$ cat config.mk
export PLATFORM = sky130hd
export DESIGN_NAME = dkong3_audio_mix
export DESIGN_NICKNAME = d
export VERILOG_FILES = /design/src/rtl/dkong3_audio_mix.sv
export SDC_FILE = /design/constraint.sdc
export NUM_CORES = 1
export LEC_CHECK = 0
export ABC_AREA = 1
export CORE_UTILIZATION = 45
export CTS_BUF_LIST = sky130_fd_sc_hd__clkbuf_2 sky130_fd_sc_hd__clkbuf_4 sky130_fd_sc_hd__clkbuf_8
export DETAILED_ROUTE_END_ITERATION = 10
export PLACE_DENSITY = 0.6
export SLEW_MARGIN = 25
export SYNTH_ARGS = -nofsm -noshare
export SYNTH_HDL_FRONTEND = slang
export SYNTH_SLANG_ARGS = --single-unit
$ cat constraint.sdc
create_clock -name I_SUBCLK -period 7.6 [get_ports I_SUBCLK]
set_input_delay 1.52 -clock I_SUBCLK [delete_from_list [all_inputs] [get_ports I_SUBCLK]]
set_output_delay 1.52 -clock I_SUBCLK [all_outputs]
set_load 0.03 [all_outputs]
$ cat src/rtl/dkong3_audio_mix.sv
// Mixes the two sub-CPU APU streams, removes DC with a one-pole high-pass and
// box-car decimates down to the output sample rate with a one-clock valid strobe.
module dkong3_audio_mix #(
    parameter int DECIM_LOG2 = 5,
    parameter int DCB_EN     = 1,
    parameter int DCB_SHIFT  = 10
) (
    input  logic        I_SUBCLK,
    input  logic        I_RESET,
    input  logic        I_CPU_CE,
    input  logic [15:0] I_SAMPLE_A,
    input  logic [15:0] I_SAMPLE_B,
    input  logic        I_MUTE,
    output logic [15:0] O_SAMPLE,
    output logic        O_SAMPLE_VALID
);
    localparam int YW = 18 + DCB_SHIFT;
    localparam int AW = 16 + DECIM_LOG2;

    // Stage 1: saturating mix
    logic [16:0] w_sum;
    logic [15:0] w_mix;
    logic [15:0] r_m;
    logic        r_v1;

    assign w_sum = {I_SAMPLE_A[15], I_SAMPLE_A} + {I_SAMPLE_B[15], I_SAMPLE_B};
    assign w_mix = (w_sum[16] != w_sum[15]) ? (w_sum[16] ? 16'h8000 : 16'h7FFF) : w_sum[15:0];

    always_ff @(posedge I_SUBCLK or posedge I_RESET) begin
        if (I_RESET) begin
            r_m  <= '0;
            r_v1 <= 1'b0;
        end else begin
            r_v1 <= I_CPU_CE;
            if (I_CPU_CE)
                r_m <= I_MUTE ? 16'h0000 : w_mix;
        end
    end

    // Stage 2: DC blocker, y carries DCB_SHIFT fractional bits
    logic signed [16:0]    w_diff;
    logic signed [YW-1:0]  w_dsh;
    logic signed [YW-1:0]  w_y_nxt;
    logic signed [17:0]    w_yq;
    logic        [15:0]    w_ysat;
    logic        [15:0]    w_d;
    logic signed [YW-1:0]  r_y;
    logic        [15:0]    r_xp;
    logic        [15:0]    r_d;
    logic                  r_v2;

    assign w_diff  = $signed({r_m[15], r_m}) - $signed({r_xp[15], r_xp});
    assign w_dsh   = $signed({{(YW-17){w_diff[16]}}, w_diff}) <<< DCB_SHIFT;
    assign w_y_nxt = r_y + w_dsh - (r_y >>> DCB_SHIFT);
    assign w_yq    = w_y_nxt[YW-1:DCB_SHIFT];
    assign w_ysat  = (w_yq[17:15] == 3'b000 || w_yq[17:15] == 3'b111) ? w_yq[15:0]
                   : (w_yq[17] ? 16'h8000 : 16'h7FFF);
    assign w_d     = (DCB_EN != 0) ? w_ysat : r_m;

    always_ff @(posedge I_SUBCLK or posedge I_RESET) begin
        if (I_RESET) begin
            r_y  <= '0;
            r_xp <= '0;
            r_d  <= '0;
            r_v2 <= 1'b0;
        end else begin
            r_v2 <= r_v1;
            if (r_v1) begin
                r_d <= w_d;
                // Bypass keeps y and xp parked at zero so re-enabling starts clean
                if (DCB_EN != 0) begin
                    r_y  <= w_y_nxt;
                    r_xp <= r_m;
                end
            end
        end
    end

    // Stage 3: box-car decimator
    logic [AW-1:0]         w_acc_sum;
    logic [AW-1:0]         r_acc;
    logic [DECIM_LOG2-1:0] r_cnt;
    logic [15:0]           r_out;
    logic                  r_valid;

    assign w_acc_sum = r_acc + {{DECIM_LOG2{r_d[15]}}, r_d};

    always_ff @(posedge I_SUBCLK or posedge I_RESET) begin
        if (I_RESET) begin
            r_acc   <= '0;
            r_cnt   <= '0;
            r_out   <= '0;
            r_valid <= 1'b0;
        end else begin
            r_valid <= 1'b0;
            if (r_v2) begin
                if (&r_cnt) begin
                    // Top 16 bits of the full-window sum are the floor average
                    r_out   <= w_acc_sum[AW-1 -: 16];
                    r_acc   <= '0;
                    r_cnt   <= '0;
                    r_valid <= 1'b1;
                end else begin
                    r_acc <= w_acc_sum;
                    r_cnt <= r_cnt + 1'b1;
                end
            end
        end
    end

    assign O_SAMPLE       = r_out;
    assign O_SAMPLE_VALID = r_valid;
endmodule

==> impl_results.md <==
- Result of the run: completed
- IO Port Bufs: 52
- Growth of design area from synthesis to finish: 12.66%
- Via count: 8886
- Clock Tree Buf Depth: 2
- Max capacitance violation total: 0
- Largest net degree at the start of global routing: 78
- Final wirelength: 25720 um
- Global placer's final weighted congestion: 0.9268
- Startpoint type of the worst setup path: flop
- Endpoints failing hold: 0
- Pin slew with the least headroom to its limit: 0.7728 ns
- Global routing usage summed across all routing layers: 24.66%
- Boundary Pins: 53
- Post-route clock skew: 0.01536 ns
- Data required time at the worst endpoint: 7.93 ns
- Tightest slew margin relative to the limit: 48.42%
- Total of flip-flops plus latches after synthesis: 121
- Drc violations: 0
- Detail Route met3 WL: 906 um
- First-pass GRT wire length: 42720 um
- Number of global-route vias before repair: 8472
- Endpoints failing setup: 0
- Final core occ: 52.04%
- Synth Instances: 1365
- Post-synthesis cell area: 9772 um^2
- Clock root buffer: clkbuf_8
- Hold buffer count at cts: 0
- M1 wire length: 12850 um
- Die Y: 149.4 um
- Worst Path Class, Setup: flop to flop
- Sum of met2 wire segment lengths after detailed routing: 11590 um
- Antenna violations before repair: 0
- Number of buffers created by CTS: 17
- Number of sinks on the clock net: 121
- Post-Syn Area per Cell: 7.159 um^2
- Maximum clock frequency: 224.9 MHz
- Syn Nets: 1513
- Die X-Extent: 149.4 um
- Worst-Skew Late Latency: 0.45 ns
- Minimum clock period: 4.447 ns
- Critical-path top delay cell: fa_1
- Kind of end point of the critical path: flop
- Clock slew at the register clock pins of the worst setup and hold paths: 0.08 ns
- Sequential fraction of the synthesis area: 30.99%
- Arrival time at the worst endpoint: 4.77 ns
- Total iterations of the first detailed-routing run: 5
- Estimated wirelength of the detail-placed design: 20350 um
- Slew Limit Fails: 0
- HP Class: flop to flop
- GR Overflow Total: 0
- Post-CTS setup buffer count: 0
- Most used cell, CP: nand2_1
- Fin nets: 1566
- Highest net fanout along the worst path: 15
- Violation count after the first detailed-routing iteration: 511
- Htree depth: 4
- Warnings, synthesis: 0
- Critical path buffer and inverter count: 1
- Setup repair after global routing missed its margin: no
- Clock tree from TritonCTS: built
- ANT nets after route: 0
- Antenna diode count: 0
- Highest routed metal layer: met4
- Die footprint: 22310 um^2
- Initial core utilization: 46.19%
- Delay-heaviest family, CP: adder cells
- Average wire per standard cell: 15.08 um
- Setup TNS: 0 ns
- Post-synth cell types: 44
- Placeable Area: 21150 um^2
- Worst path cell trace: inv_1, ha_1, fa_1, o21ai_0, a21oi_1, o21ai_0, a31oi_1, xnor2_1, fa_1, ha_1, nand2_1, nor2_1, and2_1, nand3_1, nand3_1, nand2_1, nand2_1, nand2_2, nand2_1, nand3_1
- Quantity of gates resized following cts: 0
- Number of placement rows: 53
- Crit-path max cell delay: 0.44 ns
- Proportion of layout cells with a drive suffix above 1: 5.101%
- Avg Vias per Cell: 5.209
- Period utilisation layout: 58.51%
## cell type report
cell class	count	area [um^2]
well taps	275	344.1
fillers	2094	10140
flip-flops and latches	121	3029
inverters	163	616.8
repair buffers	57	558.0
clock buffers	18	247.7
multi-input cells	1058	6006
clock inverters	14	207.7
## cells in the mapped netlist (all sizes together)
master	instances	share of area (%)
nand2	461	18
inv	163	6.3
dfrtp	121	31
nand3	102	5.5
nor2	100	3.9
ha	91	12
a21oi	74	4.1
o21ai	74	3.8
xnor2	22	2.0
fa	21	4.3
o21bai	20	1.5
nand4	19	1.2
xor2	17	1.5
clkbuf	12	0.46
buf	11	0.83
o22ai	11	0.70
nor3	9	0.51
or2	7	0.45
nand3b	5	0.38
nor4	5	0.32
a21o	4	0.31
a21boi	3	0.27
o31ai	3	0.23
a211oi	2	0.15
a31oi	2	0.13
a22o	1	0.090
a22oi	1	0.077
a32o	1	0.10
and2	1	0.064
o211ai	1	0.13
o21a	1	0.077
## stage by stage
| stage | setup slack, ns | hold slack (ns) | instance area [um^2] | std cells |
|---|---|---|---|---|
| after floorplan | 2.866 | 0.3689 | 9772 | 1365 |
| after global placement | 3.257 | 0.4619 | 10550 | 1674 |
| after detailed placement | 3.170 | 0.4646 | 10550 | 1674 |
| after CTS | 3.100 | 0.4865 | 11010 | 1706 |
| after global routing | 2.621 | 0.5018 | 11010 | 1706 |
| final | 3.153 | 0.4822 | 11010 | 1706 |
## layout by cell type (no fill, tap or decap), types with 4 or more instances in the layout
master,count
a21o_1,4
a21oi_1,69
a21oi_2,4
buf_4,5
bufinv_16,4
clkbuf_8,18
clkdlybuf4s50_1,52
dfrtp_1,120
fa_1,21
ha_1,91
inv_1,161
inv_6,7
nand2_1,452
nand2_2,9
nand3_1,96
nand3_2,6
nand3b_1,5
nand4_1,19
nor2_1,96
nor2_2,4
nor3_1,8
nor4_1,5
o21ai_0,73
o21bai_1,20
o22ai_1,11
or2_2,6
xnor2_1,22
xor2_1,17
## final timing paths
| kind | to | slack, ns | depth (start not counted) | start |
|---|---|---|---|---|
| setup / recovery | r_d[9] | 3.15 | 20 | r_m[0] |
| hold / removal | O_SAMPLE[14] | 0.48 | 2 | O_SAMPLE[14] |
| setup reg to reg | r_d[9] | 3.15 | 20 | r_m[0] |
| hold reg to reg | O_SAMPLE[14] | 0.48 | 2 | O_SAMPLE[14] |
| max in group asynchronous | r_v1 | 4.96 | 3 | I_RESET |
| min in group asynchronous | r_acc[13] | 1.53 | 2 | I_RESET |
## logic make-up after synthesis
family | Yosys count | synth area share [%]
adders and majority gates | 112 | 15.95
and+or+nand+nor | 709 | 30.36
DFF | 121 | 30.99
xor gates and xnor gates | 39 | 3.495
AOI/OAI and AO/OA | 198 | 11.65
buffers and inverters | 186 | 7.554
## per-layer routing
metal	vias to the layer above	global-route usage, %
met5	-	0
met4	0	6.480
met3	23	3.242
met2	165	38.47
met1	4148	35.65
li1	4550	-
## sequential cells by signal, summed over array words and instances (netlist names)
register	count
r_v1	1
r_y	28
O_SAMPLE_VALID	1
r_d	16
r_cnt	5
r_v2	1
r_acc	21
r_xp	16
r_m	16
O_SAMPLE	16
## tightest hold or removal path: stages, from the launching register on
cell and delay (ns):
dfrtp_1 0.35, nand2_1 0.05, nand2_1 0.05
Power is not shown: default switching activity piles up to over one toggle a cycle in this logic, so the estimate is an artifact.
==> RTL edit 1: new RTL, config.mk and constraints unchanged <==
The parameter `DECIM_LOG2` goes from 5 to 6.
--- a/src/rtl/dkong3_audio_mix.sv
+++ b/src/rtl/dkong3_audio_mix.sv
@@ -1,7 +1,7 @@
 // Mixes the two sub-CPU APU streams, removes DC with a one-pole high-pass and
 // box-car decimates down to the output sample rate with a one-clock valid strobe.
 module dkong3_audio_mix #(
-    parameter int DECIM_LOG2 = 5,
+    parameter int DECIM_LOG2 = 6,
     parameter int DCB_EN     = 1,
     parameter int DCB_SHIFT  = 10
 ) (
Formal check against the unedited RTL: same outputs for any inputs over 10 cycles, from zero or initial values and one cycle with I_RESET high; that may be too few to reach the edited logic, so the function may still have changed.
==> RTL edit 1 against the unedited design <==
  * Sequential cell count up 2
  * Synthesized area up 1.6%
  * Final area up 1.2%
  * Highest routed layer unchanged
  * Cell count up 1.0%
  * Setup slack worse by 43 ps
  * Critical path type unchanged
  * Routed wire length up 1.9%
Power is left out: the tool's default activity adds up to more than one toggle a clock period on the data nets, which glitch-free logic cannot reach.
==> RTL edit 1: results (changes against the unedited design) <==
status = completed
Min-Delay Endpoint = O_SAMPLE[14]$_DFFE_PP0P_
Crit-path slowest cell = fa_1
GPL Wtd Cong = 0.941 (+1.6%)
max incr delay on CP = 460 ps (+20 ps)
Vias/cell = 5.20 (-0.12%)
critical hold path startpoint = O_SAMPLE[14]$_DFFE_PP0P_
share of post-route cells with drive strength above 1 = 5.18% (+0.078 points)
worst-margin pin slew = 906 ps (+133 ps)
Top Family by Delay on Critical Path = adder cells
post-DP HPWL = 20.9 mm (+2.7%)
vias in the first global route = 8,602 (+1.5%)
worst min path class = flop to flop
Root Driver = clkbuf_8
top post-synthesis cells by area = dfrtp_1 (31%), nand2_1 (17%), ha_1 (11%)
WP data arrival = 4870 ps (+100 ps)
setup slack, reg-to-reg = 3110 ps (-40 ps)
drt first pass iters = 5 (unchanged)
register clock-pin slew on the reported worst setup and hold paths = 80 ps (about the same)
Synth top area share = 31.0% (about the same)
fillers = 2,193 (+4.7%)
CTS buffer count = 17 (unchanged)
port bufs = 52 (unchanged)
Nets = 1,583 (+1.1%)
Post-synth EDFFs = 0 (unchanged)
first-pass GRT wire length = 43.5 mm (+1.8%)
sequential area share after synthesis = 31.0% (about the same)
GR Layer Usage met2 = 40.7% (+2.3 points)
CP Launch Point = r_m[0]$_DFFE_PP0P_
Worst-Skew Late Latency = 460 ps
Placed Area = 10,700 µm² (+1.4%)
largest net degree at the start of global routing = 76 (-2.6%)
post_cts resized = 0 (unchanged)
initial antenna violation count = 0 (unchanged)
Regs by FF count = r_y (28), r_acc (22)
synthesized net count = 1,531 (+1.2%)
R2R depth = 19 (-5.0%)
Worst Skew = 13.7 ps (-1.71 ps)
met1 GRT Util = 33.8% (-1.8 points)
GRT Util Overall = 25.0% (+0.34 points)
GR Layer Usage met3 = 4.58% (+1.3 points)
n_diodes = 0 (unchanged)
ys async rst share = 100% (unchanged)
Iter 0 DRT Violations = 452 (-12%)
Synth warnings = 0 (unchanged)
Min-Delay Path Depth = 2 (unchanged)
routed len/inst = 15.2 µm (+0.93%)
most common flop cell mapped by yosys = dfrtp_1
capturing point of the worst reg2reg path = r_d[4]$_DFFE_PP0P_
Synth top cells by count = nand2_1 (453), inv_1 (161), dfrtp_1 (123)
htree depth = 4 (unchanged)
Synth cell types = 46 (+4.5%)
[RTL edit 1: changes by cell type after synthesis, moves of 3 or more]
cell / unedited run / this run
a21oi_1: 69 / 74
nor4_1: 5 / 2
o21ai_0: 73 / 68
nand3_1: 96 / 106
[RTL edit 1: worst register-to-register path: stages (launching register included)]
cell and delay (ps):
dfrtp_1 350, inv_1 50, ha_1 220, fa_1 400, o21ai_0 350, a21oi_1 160, o21ai_0 310, a31oi_1 150
xnor2_1 230, fa_1 460, ha_1 380, nand2_1 110, nor2_1 210, and2_1 220, nand3_2 110, nand3_1 110
nand2_1 60, nand2_1 80, nand3_2 270, nand3_1 190
[RTL edit 1: worst max path at each step]
| stage | slack [ps] | cells after the start | end |
|---|---|---|---|
| 3_5_place_dp | 3130 | 21 | r_d[14]$_DFFE_PP0P_ |
| 4_1_cts | 3100 | 21 | r_d[4]$_DFFE_PP0P_ |
| 2_1_floorplan | 2810 | 1 | O_SAMPLE[0]$_DFFE_PP0P_ |
| 3_3_place_gp | 3310 | 21 | r_d[2]$_DFFE_PP0P_ |
| 6_report | 3110 | 19 | r_d[4]$_DFFE_PP0P_ |
| 5_1_grt | 2600 | 21 | r_d[9]$_DFFE_PP0P_ |
[RTL edit 1: cells by family (layout without fill, tap and decap cells)]
kind of cell	after synthesis	count (layout)	synth area share [%]
AOI/OAI and AO/OA	201	201	11.7
xor gates and xnor gates	38	38	3.35
adders and majority gates	112	112	15.7
buffers and inverters	186	251	7.46
DFF	123	123	31.0
and+or+nand+nor	723	723	30.8
[RTL edit 1: through the flow]
| stage | utilization [%] | setup slack [ps] | std cells | hold slack [ps] |
|---|---|---|---|---|
| after floorplan | - | 2810 | 1383 | 369 |
| after global placement | 50.1 | 3310 | 1691 | 463 |
| after detailed placement | 50.1 | 3130 | 1691 | 464 |
| after CTS | 52.2 | 3100 | 1723 | 485 |
| after global routing | 52.2 | 2600 | 1723 | 503 |
| final | 52.2 | 3110 | 1723 | 485 |
[RTL edit 1: area by class of cell]
type	instances	area, µm²	area share [%]
Sequential cell	123	3080	27.6
Clock inverter	13	191	1.72
Inverter	163	617	5.53
Clock buffer	19	255	2.29
Timing Repair Buffer	56	551	4.94
Tap cell	275	344	3.09
Multi-Input combinational cell	1074	6110	54.8
[RTL edit 1: routing by layer]
metal	wire length [µm]	share of wire (%)	vias up
met5	0	0	-
met4	404	1.5	0
met3	1110	4.2	27
met2	12200	47	184
met1	12500	48	4130
li1	-	-	4623
==> RTL edit 2: new RTL, same settings <==
Made on the original files. Put one more register stage on the output `O_SAMPLE`. The value now appears one clock later. The other outputs are not delayed to match.
--- a/src/rtl/dkong3_audio_mix.sv
+++ b/src/rtl/dkong3_audio_mix.sv
@@ -108,7 +108,9 @@
         end
     end
 
-    assign O_SAMPLE       = r_out;
+    always_ff @(posedge I_SUBCLK) begin
+        O_SAMPLE <= r_out;
+    end
     assign O_SAMPLE_VALID = r_valid;
 endmodule
 
Function: same outputs for any inputs over 10 cycles, from zero or initial values and one cycle with I_RESET high; that may be too few to reach the edited logic, so the function may still have changed.
==> RTL edit 2 against the unedited design <==
  * Critical path depth fell by 1
  * Final area increased by 2.6%
  * Fmax grew 0.50%
  * Worst hold slack worse by 120 ps
  * Sequential cell count grew 16
  * Routed wire length is 0.47% lower
  * Via count grew 0.50%
  * Synthesized area grew 3.2%
  * Setup slack better by 22 ps
Power is left out: the tool's default activity adds up to more than one toggle a clock period on the data nets, which glitch-free logic cannot reach.
==> RTL edit 2: results (changes against the unedited design) <==
n_diodes = 0 (unchanged)
most common flop cell mapped by yosys = dfrtp_1
Synth top area share = 30.0% (-0.95 points)
Synth warnings = 0 (unchanged)
ys async rst share = 88.3% (-12 points)
Worst-Skew Late Latency = 460 ps
largest net degree at the start of global routing = 69 (-12%)
Placed Area = 10,900 µm² (+2.9%)
final setup TNS = 0 ps (unchanged)
Nets = 1,579 (+0.83%)
post-DP HPWL = 20.1 mm (-1.4%)
GPL Wtd Cong = 0.933 (+0.64%)
Post-synth EDFFs = 0 (unchanged)
status = completed
placed cell count = 1,692 (+1.1%)
initial antenna violation count = 0 (unchanged)
register clock-pin slew on the reported worst setup and hold paths = 100 ps (+20 ps)
Worst Skew = 24.3 ps (+8.93 ps)
post-CTS setup buffer count = 0 (unchanged)
Iter 0 DRT Violations = 556 (+8.8%)
routed len/inst = 14.8 µm (-1.5%)
post_cts resized = 0 (unchanged)
Max-slew headroom = 34.2% (-14 points)
clock tree buffer depth = 2 (unchanged)
Fmax = 0.226 GHz (+0.50%)
Non-Filler Instances = 1,724 (+1.1%)
Synth cell types = 43 (-2.3%)
share of post-route cells with drive strength above 1 = 5.19% (+0.093 points)
Mapped Cells = 1,379 (+1.0%)
vias in the first global route = 8,420 (-0.61%)
synthesized net count = 1,527 (+0.93%)
htree depth = 4 (unchanged)
port bufs = 52 (unchanged)
GRT Util Overall = 23.6% (-1.1 points)
top post-synthesis cells by area = dfrtp_1 (30%), nand2_1 (17%), ha_1 (11%)
Regs by FF count = r_y (28), r_acc (21)
setup slack, reg-to-reg = 3180 ps (+20 ps)
CTS buffer count = 17 (unchanged)
drt first pass iters = 5 (unchanged)
CTS tree = built
Root Driver = clkbuf_8
worst min path class = flop to flop
Synth top cells by count = nand2_1 (449), inv_1 (155), dfrtp_1 (121)
Vias/cell = 5.18 (-0.55%)
first-pass GRT wire length = 42.0 mm (-1.8%)
CP max FO = 15 (unchanged)
sequential area share after synthesis = 33.2% (+2.2 points)
## RTL edit 2: cells by family after synthesis
kind of cell	after synthesis	share of synthesized area (%)
xor+xnor	37	3.21
compound gates	200	11.2
simple gates	710	29.7
fa+ha+maj	112	15.5
flops	137	33.2
buf+inv	183	7.21
## RTL edit 2: worst paths after layout
kind | startpoint | endpoint | cells after the start
min | r_out[13]$_DFFE_PP0P_ | O_SAMPLE[13]$_DFF_P_ | 0
max reg2reg | r_m[0]$_DFFE_PP0P_ | r_d[12]$_DFFE_PP0P_ | 19
max in group asynchronous | I_RESET | r_y[17]$_DFFE_PP0P_ | 3
min in group asynchronous | I_RESET | r_acc[15]$_DFFE_PP0P_ | 2
min reg2reg | r_out[13]$_DFFE_PP0P_ | O_SAMPLE[13]$_DFF_P_ | 0
max | r_m[0]$_DFFE_PP0P_ | r_d[12]$_DFFE_PP0P_ | 19
## RTL edit 2: final cells by class
cell class              count  area (µm²)
inverters                 160         603
flip-flops and latches    137        3350
clock inverters            12         163
fillers                  2147       10600
clock buffers              20         269
well taps                 280         350
multi-input cells        1059        6010
repair buffers             56         551
## RTL edit 2: routing by layer
layer | share of wire, % | global-route usage (%) | vias up
met1 | 49 | 33.2 | 4085
met5 | 0 | 0 | -
met3 | 5.1 | 4.52 | 33
li1 | - | - | 4590
met2 | 44 | 36.3 | 222
met4 | 2.1 | 7.28 | 0
## RTL edit 2: critical path, cell delays in order (launching register included)
cell     delay [ps]
dfrtp_1         360
inv_1            60
ha_1            220
fa_1            400
o21ai_0         360
a21oi_1         160
o21ai_0         270
a31oi_1         140
xnor2_1         190
fa_1            450
ha_1            380
nand2_1         110
nor2_1          220
and2_1          220
nand3_2         100
nand3_1         100
nand2_1          50
nand2_1          80
nand3_2         270
nand3_1         190
## RTL edit 2: per-stage QoR
step / hold slack, ps / util (%)
after floorplan: 347 / -
after global placement: 352 / 49.6
after detailed placement: 351 / 49.6
after CTS: 367 / 51.6
after global routing: 379 / 51.6
final: 360 / 51.6
